$ cat src/rtl/wishbone_master_if.sv
// CPU-side Wishbone classic initiator: one CPU request becomes one
// single-beat bus cycle, with pipeline stall, flush and timeout abort.
module wishbone_master_if #(
    parameter int unsigned TIMEOUT = 255
) (
    input  logic        clk,
    input  logic        rst_n,
    input  logic        cpu_ce_i,
    input  logic [31:0] cpu_addr_i,
    input  logic [31:0] cpu_data_i,
    input  logic        cpu_we_i,
    input  logic [3:0]  cpu_sel_i,
    output logic [31:0] cpu_data_o,
    input  logic        stall_i,
    input  logic        flush_i,
    output logic        stall_req_o,
    output logic        bus_err_o,
    output logic [31:0] wishbone_addr_o,
    output logic [31:0] wishbone_data_o,
    output logic        wishbone_we_o,
    output logic [3:0]  wishbone_sel_o,
    output logic        wishbone_stb_o,
    output logic        wishbone_cyc_o,
    input  logic [31:0] wishbone_data_i,
    input  logic        wishbone_ack_i
);

    typedef enum logic [1:0] {
        IDLE,
        BUSY,
        WAIT_STALL
    } state_t;

    localparam logic [7:0] TO_LAST = 8'(TIMEOUT - 1);
    localparam bit         TO_EN   = (TIMEOUT != 0);

    state_t      state_q, state_d;
    logic        cyc_q, cyc_d;
    logic [31:0] addr_q, addr_d;
    logic [31:0] data_q, data_d;
    logic        we_q, we_d;
    logic [3:0]  sel_q, sel_d;
    logic [31:0] rd_buf_q, rd_buf_d;
    logic [7:0]  cnt_q, cnt_d;
    logic        bus_err_q, bus_err_d;
    logic        drop;

    always_comb begin
        state_d     = state_q;
        cyc_d       = cyc_q;
        addr_d      = addr_q;
        data_d      = data_q;
        we_d        = we_q;
        sel_d       = sel_q;
        rd_buf_d    = rd_buf_q;
        cnt_d       = cnt_q;
        bus_err_d   = 1'b0;
        drop        = 1'b0;
        stall_req_o = 1'b0;
        cpu_data_o  = '0;
        unique case (state_q)
            IDLE: begin
                stall_req_o = cpu_ce_i & ~flush_i;
                if (cpu_ce_i && !flush_i) begin
                    cyc_d   = 1'b1;
                    addr_d  = cpu_addr_i;
                    data_d  = cpu_data_i;
                    we_d    = cpu_we_i;
                    sel_d   = cpu_sel_i;
                    cnt_d   = '0;
                    state_d = BUSY;
                end
            end
            BUSY: begin
                // ack wins over flush and timeout in the same cycle
                if (wishbone_ack_i) begin
                    drop       = 1'b1;
                    rd_buf_d   = wishbone_data_i;
                    cpu_data_o = we_q ? '0 : wishbone_data_i;
                    state_d    = stall_i ? WAIT_STALL : IDLE;
                end else if (flush_i) begin
                    drop     = 1'b1;
                    rd_buf_d = '0;
                    state_d  = WAIT_STALL;
                end else if (TO_EN && cnt_q == TO_LAST) begin
                    drop      = 1'b1;
                    rd_buf_d  = '0;
                    bus_err_d = 1'b1;
                    state_d   = WAIT_STALL;
                end else begin
                    stall_req_o = 1'b1;
                    cnt_d       = cnt_q + 8'd1;
                end
            end
            WAIT_STALL: begin
                cpu_data_o = rd_buf_q;
                if (!stall_i) begin
                    state_d = IDLE;
                end
            end
            default: state_d = IDLE;
        endcase
        if (drop) begin
            cyc_d  = 1'b0;
            addr_d = '0;
            data_d = '0;
            we_d   = 1'b0;
            sel_d  = '0;
        end
    end

    always_ff @(posedge clk or negedge rst_n) begin
        if (!rst_n) begin
            state_q   <= IDLE;
            cyc_q     <= 1'b0;
            addr_q    <= '0;
            data_q    <= '0;
            we_q      <= 1'b0;
            sel_q     <= '0;
            rd_buf_q  <= '0;
            cnt_q     <= '0;
            bus_err_q <= 1'b0;
        end else begin
            state_q   <= state_d;
            cyc_q     <= cyc_d;
            addr_q    <= addr_d;
            data_q    <= data_d;
            we_q      <= we_d;
            sel_q     <= sel_d;
            rd_buf_q  <= rd_buf_d;
            cnt_q     <= cnt_d;
            bus_err_q <= bus_err_d;
        end
    end

    assign wishbone_cyc_o  = cyc_q;
    assign wishbone_stb_o  = cyc_q;
    assign wishbone_addr_o = addr_q;
    assign wishbone_data_o = data_q;
    assign wishbone_we_o   = we_q;
    assign wishbone_sel_o  = sel_q;
    assign bus_err_o       = bus_err_q;

endmodule

$ cat config.mk
export PLATFORM = sky130hd
export DESIGN_NAME = wishbone_master_if
export DESIGN_NICKNAME = d
export VERILOG_FILES = /design/src/rtl/wishbone_master_if.sv
export SDC_FILE = /design/constraint.sdc
export NUM_CORES = 1
export LEC_CHECK = 0
export ABC_AREA = 1
export ABC_CLOCK_PERIOD_IN_PS = 1890
export CAP_MARGIN = 25
export CELL_PAD_IN_SITES_DETAIL_PLACEMENT = 1
export CELL_PAD_IN_SITES_GLOBAL_PLACEMENT = 2
export CORE_ASPECT_RATIO = 0.9
export CORE_UTILIZATION = 25
export CTS_BUF_LIST = sky130_fd_sc_hd__clkbuf_8
export DETAILED_ROUTE_END_ITERATION = 6
export PLACE_DENSITY_LB_ADDON = 0.1
export SKIP_CTS_REPAIR_TIMING = 1
export SYNTH_ARGS = -nofsm -noshare
export SYNTH_HDL_FRONTEND = slang
export SYNTH_SLANG_ARGS = --single-unit
$ cat constraint.sdc
create_clock -name clk -period 1.89 [get_ports clk]
set_clock_uncertainty 0.15 [all_clocks]
set_input_delay 0.189 -clock clk [delete_from_list [all_inputs] [get_ports clk]]
set_output_delay 0.189 -clock clk [all_outputs]
set_load 0.05 [all_outputs]
==> impl_metrics.ini <==
[power]
powerDensity_nw_per_um2 = 1620
power.ir.vdd_worst_uv = 694
total_leakage_power_nw = 4.81

[timing]
report.final.slew_viol_count = 0
grt_setup_unrepaired = true
slew_headroom_pct = 63.1
report.final.hold_viol_count = 0
max_frequency_ghz = 0.445
holdWs_ns = 0.0500
worstMarginPinSlew_ns = 0.553
final.period_utilization_pct = 119
final_critical_path_setup_slack_ns = -0.356
period_needed_ns = 2.25
finalSetupViolCount = 33

[finish]
finalNetCount = 984
antennaDiodeCount = 0
final_cells = 1171
flow.area_growth_from_synthesis_pct = 72.0
layout.filler_cells = 2356
post_route_cells_drive_above_1_share_pct = 21.0

[min_path]
worst_hold_path_type = primary input to async pin

[critical_path]
path_max_fanout = 8
cp.arrival_ns = 1.91
reg2reg_from = cnt_q[0]
end_kind = output pin
timing.critical_path.required_ns = 1.55
number_of_cells_traversed_by_the_worst_register_to_register_path = 10
timing.setup.critical_path_class = register to output pin
reg2reg_setup_slack_ns = 0.13
crit-reg2reg-capture = rd_buf_q[9]
setup.worst_path.start_class = register

[placed_design]
gp_congestion = 0.745
pre_cts_slack_ns = 0.0181
dp.final_hpwl_mm = 13.2
portBuffers = 211
place_inst = 1128

[logic_synthesis]
synth_top_cell_area_share_pct = 52.1
synth-async-reset-ratio_pct = 100
post_synth_fa_ha_maj_area_fraction_pct = 1.15
synth_area_in_simple_gates_pct = 31.8
mappedNetlistNets = 770
netlist.top_cell.by_area = dfrtp_1
postSynth.topFlopCell = dfrtp_1
synth.yosys.seq_area_share_pct = 52.1
number_of_enable_type_register_cells_in_the_synthesized_netlist = 0
ys_types = 27
ffs_latches_synth = 113
synth_most_common_cell = nand2_1
synthXorXnorAreaFrac_pct = 0.323
synth_compound_area_share_pct = 7.10
synth_area_leaders = dfrtp_1 52%, nand3_1 16%, nand2_1 14%
syn-instance-count = 658
syn-mean-instance-area_um2 = 8.24
synth_area_um2 = 5430
ys.warnings.count = 0
muxShareOfSynthArea_pct = 0
dominant_combinational_cell_family_by_area_after_synthesis = simple AND/OR/NAND/NOR gates
synth_common_cells = 204 x nand2_1, 174 x nand3_1, 113 x dfrtp_1, 34 x a21oi_1

[global_routing]
grt_antenna_before_repair = 0
global_route_wire_length_before_repair_mm = 30.0
gr-usage-all-layers_pct = 17.3
overflow = 0
grt_pass1_vias = 5762
pin_count_of_the_biggest_net_entering_global_routing = 71

[clock_network]
clkLatencyLatePin_ns = 0.44
clk_transition_reported_paths_ns = 0.08
cts_inserted_buffers = 17
tritoncts = built
cts.root.buffer_cell = clkbuf_8
clock_sink_count = 113
cts_max_level = 4
cts_buffer_depth = 2

[floorplanning]
fp.dieH_um = 142
core-area_um2 = 21000
top_level_ports = 212
initial_utilization_pct = 25.8
die_w_um = 157
design.die.area_um2 = 22300
placementRows = 50

[drt]
ant_nets = 0
via_cell_ratio = 4.58
drt_drc_violations_left = 0
finalWirelength_mm = 19.4
detail_route.wl_per_cell_um = 16.5
routed-via-count = 5363
drt-initial-drc-count = 243
firstDrtPassIters = 4

[outcome]
failing_checks = setup timing
status = finished with violations

[flow_run]
timing.max_cap.violations = 0
[worst max-delay path: stages (launching register included)]
cell       delay, ns
dfrtp_1         0.39
inv_2           0.08
ha_4            0.13
inv_2           0.04
nor2_4          0.09
buf_12          0.13
clkbuf_16       0.16
nand3_1         0.11
a21oi_4         0.18
buf_12          0.15
[logic make-up after synthesis]
family | count (synthesis)
and+or+nand+nor | 393
DFF | 113
adders and majority gates | 5
AOI/OAI and AO/OA | 74
buffers and inverters | 71
xor gates and xnor gates | 2
[power breakdown]
part	leakage (nW)	switching [W]	internal (W)	total [W]
Combinational	3.12	0.00580	0.00317	0.00897
Sequential	1.51	0.000517	0.00334	0.00386
Clock	0.188	0.00110	0.00120	0.00229
[state kept, by name (all words and copies together) (netlist names)]
register         cells
wishbone_cyc_o       1
wishbone_we_o        1
wishbone_data_o     32
bus_err_o            1
state_q              2
rd_buf_q            32
cnt_q                8
wishbone_addr_o     32
wishbone_sel_o       4
[worst max-delay path by stage]
stage / endpoint / from / cells after the start
after floorplan: cpu_data_o[0] / state_q[1] / 7
after global placement: cpu_data_o[20] / state_q[1] / 8
after detailed placement: cpu_data_o[21] / state_q[1] / 8
after CTS: cpu_data_o[21] / state_q[1] / 8
after global routing: cpu_data_o[20] / state_q[1] / 9
final: cpu_data_o[20] / state_q[1] / 9
[per-stage QoR]
stage	instance area (µm²)	utilization (%)	power, W	setup TNS (ns)
after floorplan	5790	-	0.00935	-2.12
after global placement	8560	40.7	0.0124	0
after detailed placement	8560	40.7	0.0126	0
after CTS	8950	42.6	0.0149	-19.24
after global routing	9330	44.4	0.0160	-14.27
final	9330	44.4	0.0151	-10.64
[layout by cell type, fill, tap and decap left out, types with 9 or more instances in the layout]
cell type	instances
a21oi_4	32
clkdlybuf4s50_1	104
o21ai_0	26
dlymetal6s2s_1	48
clkbuf_8	18
nand2_1	203
buf_12	47
nand3_1	171
dfrtp_1	112
inv_1	10
o21ai_1	9
buf_4	44
[metal layers]
layer / GRT usage [%] / up-vias / wire [µm]
met5: 0 / - / 0
met4: 6.08 / 0 / 282
met3: 5.65 / 21 / 1220
met2: 28.9 / 126 / 9520
met1: 20.9 / 2606 / 8350
li1: - / 2610 / -
[area by class of cell]
| type | instances | area (µm²) | share of cell area [%] |
|---|---|---|---|
| Multi-Input combinational cell | 474 | 2670 | 28.6 |
| Clock buffer | 18 | 248 | 2.66 |
| Clock inverter | 14 | 139 | 1.49 |
| Timing Repair Buffer | 249 | 3020 | 32.3 |
| Sequential cell | 113 | 2830 | 30.3 |
| Inverter | 17 | 66.3 | 0.711 |
| Tap cell | 286 | 358 | 3.84 |
Note: power is estimated with default switching activity, not from simulation.
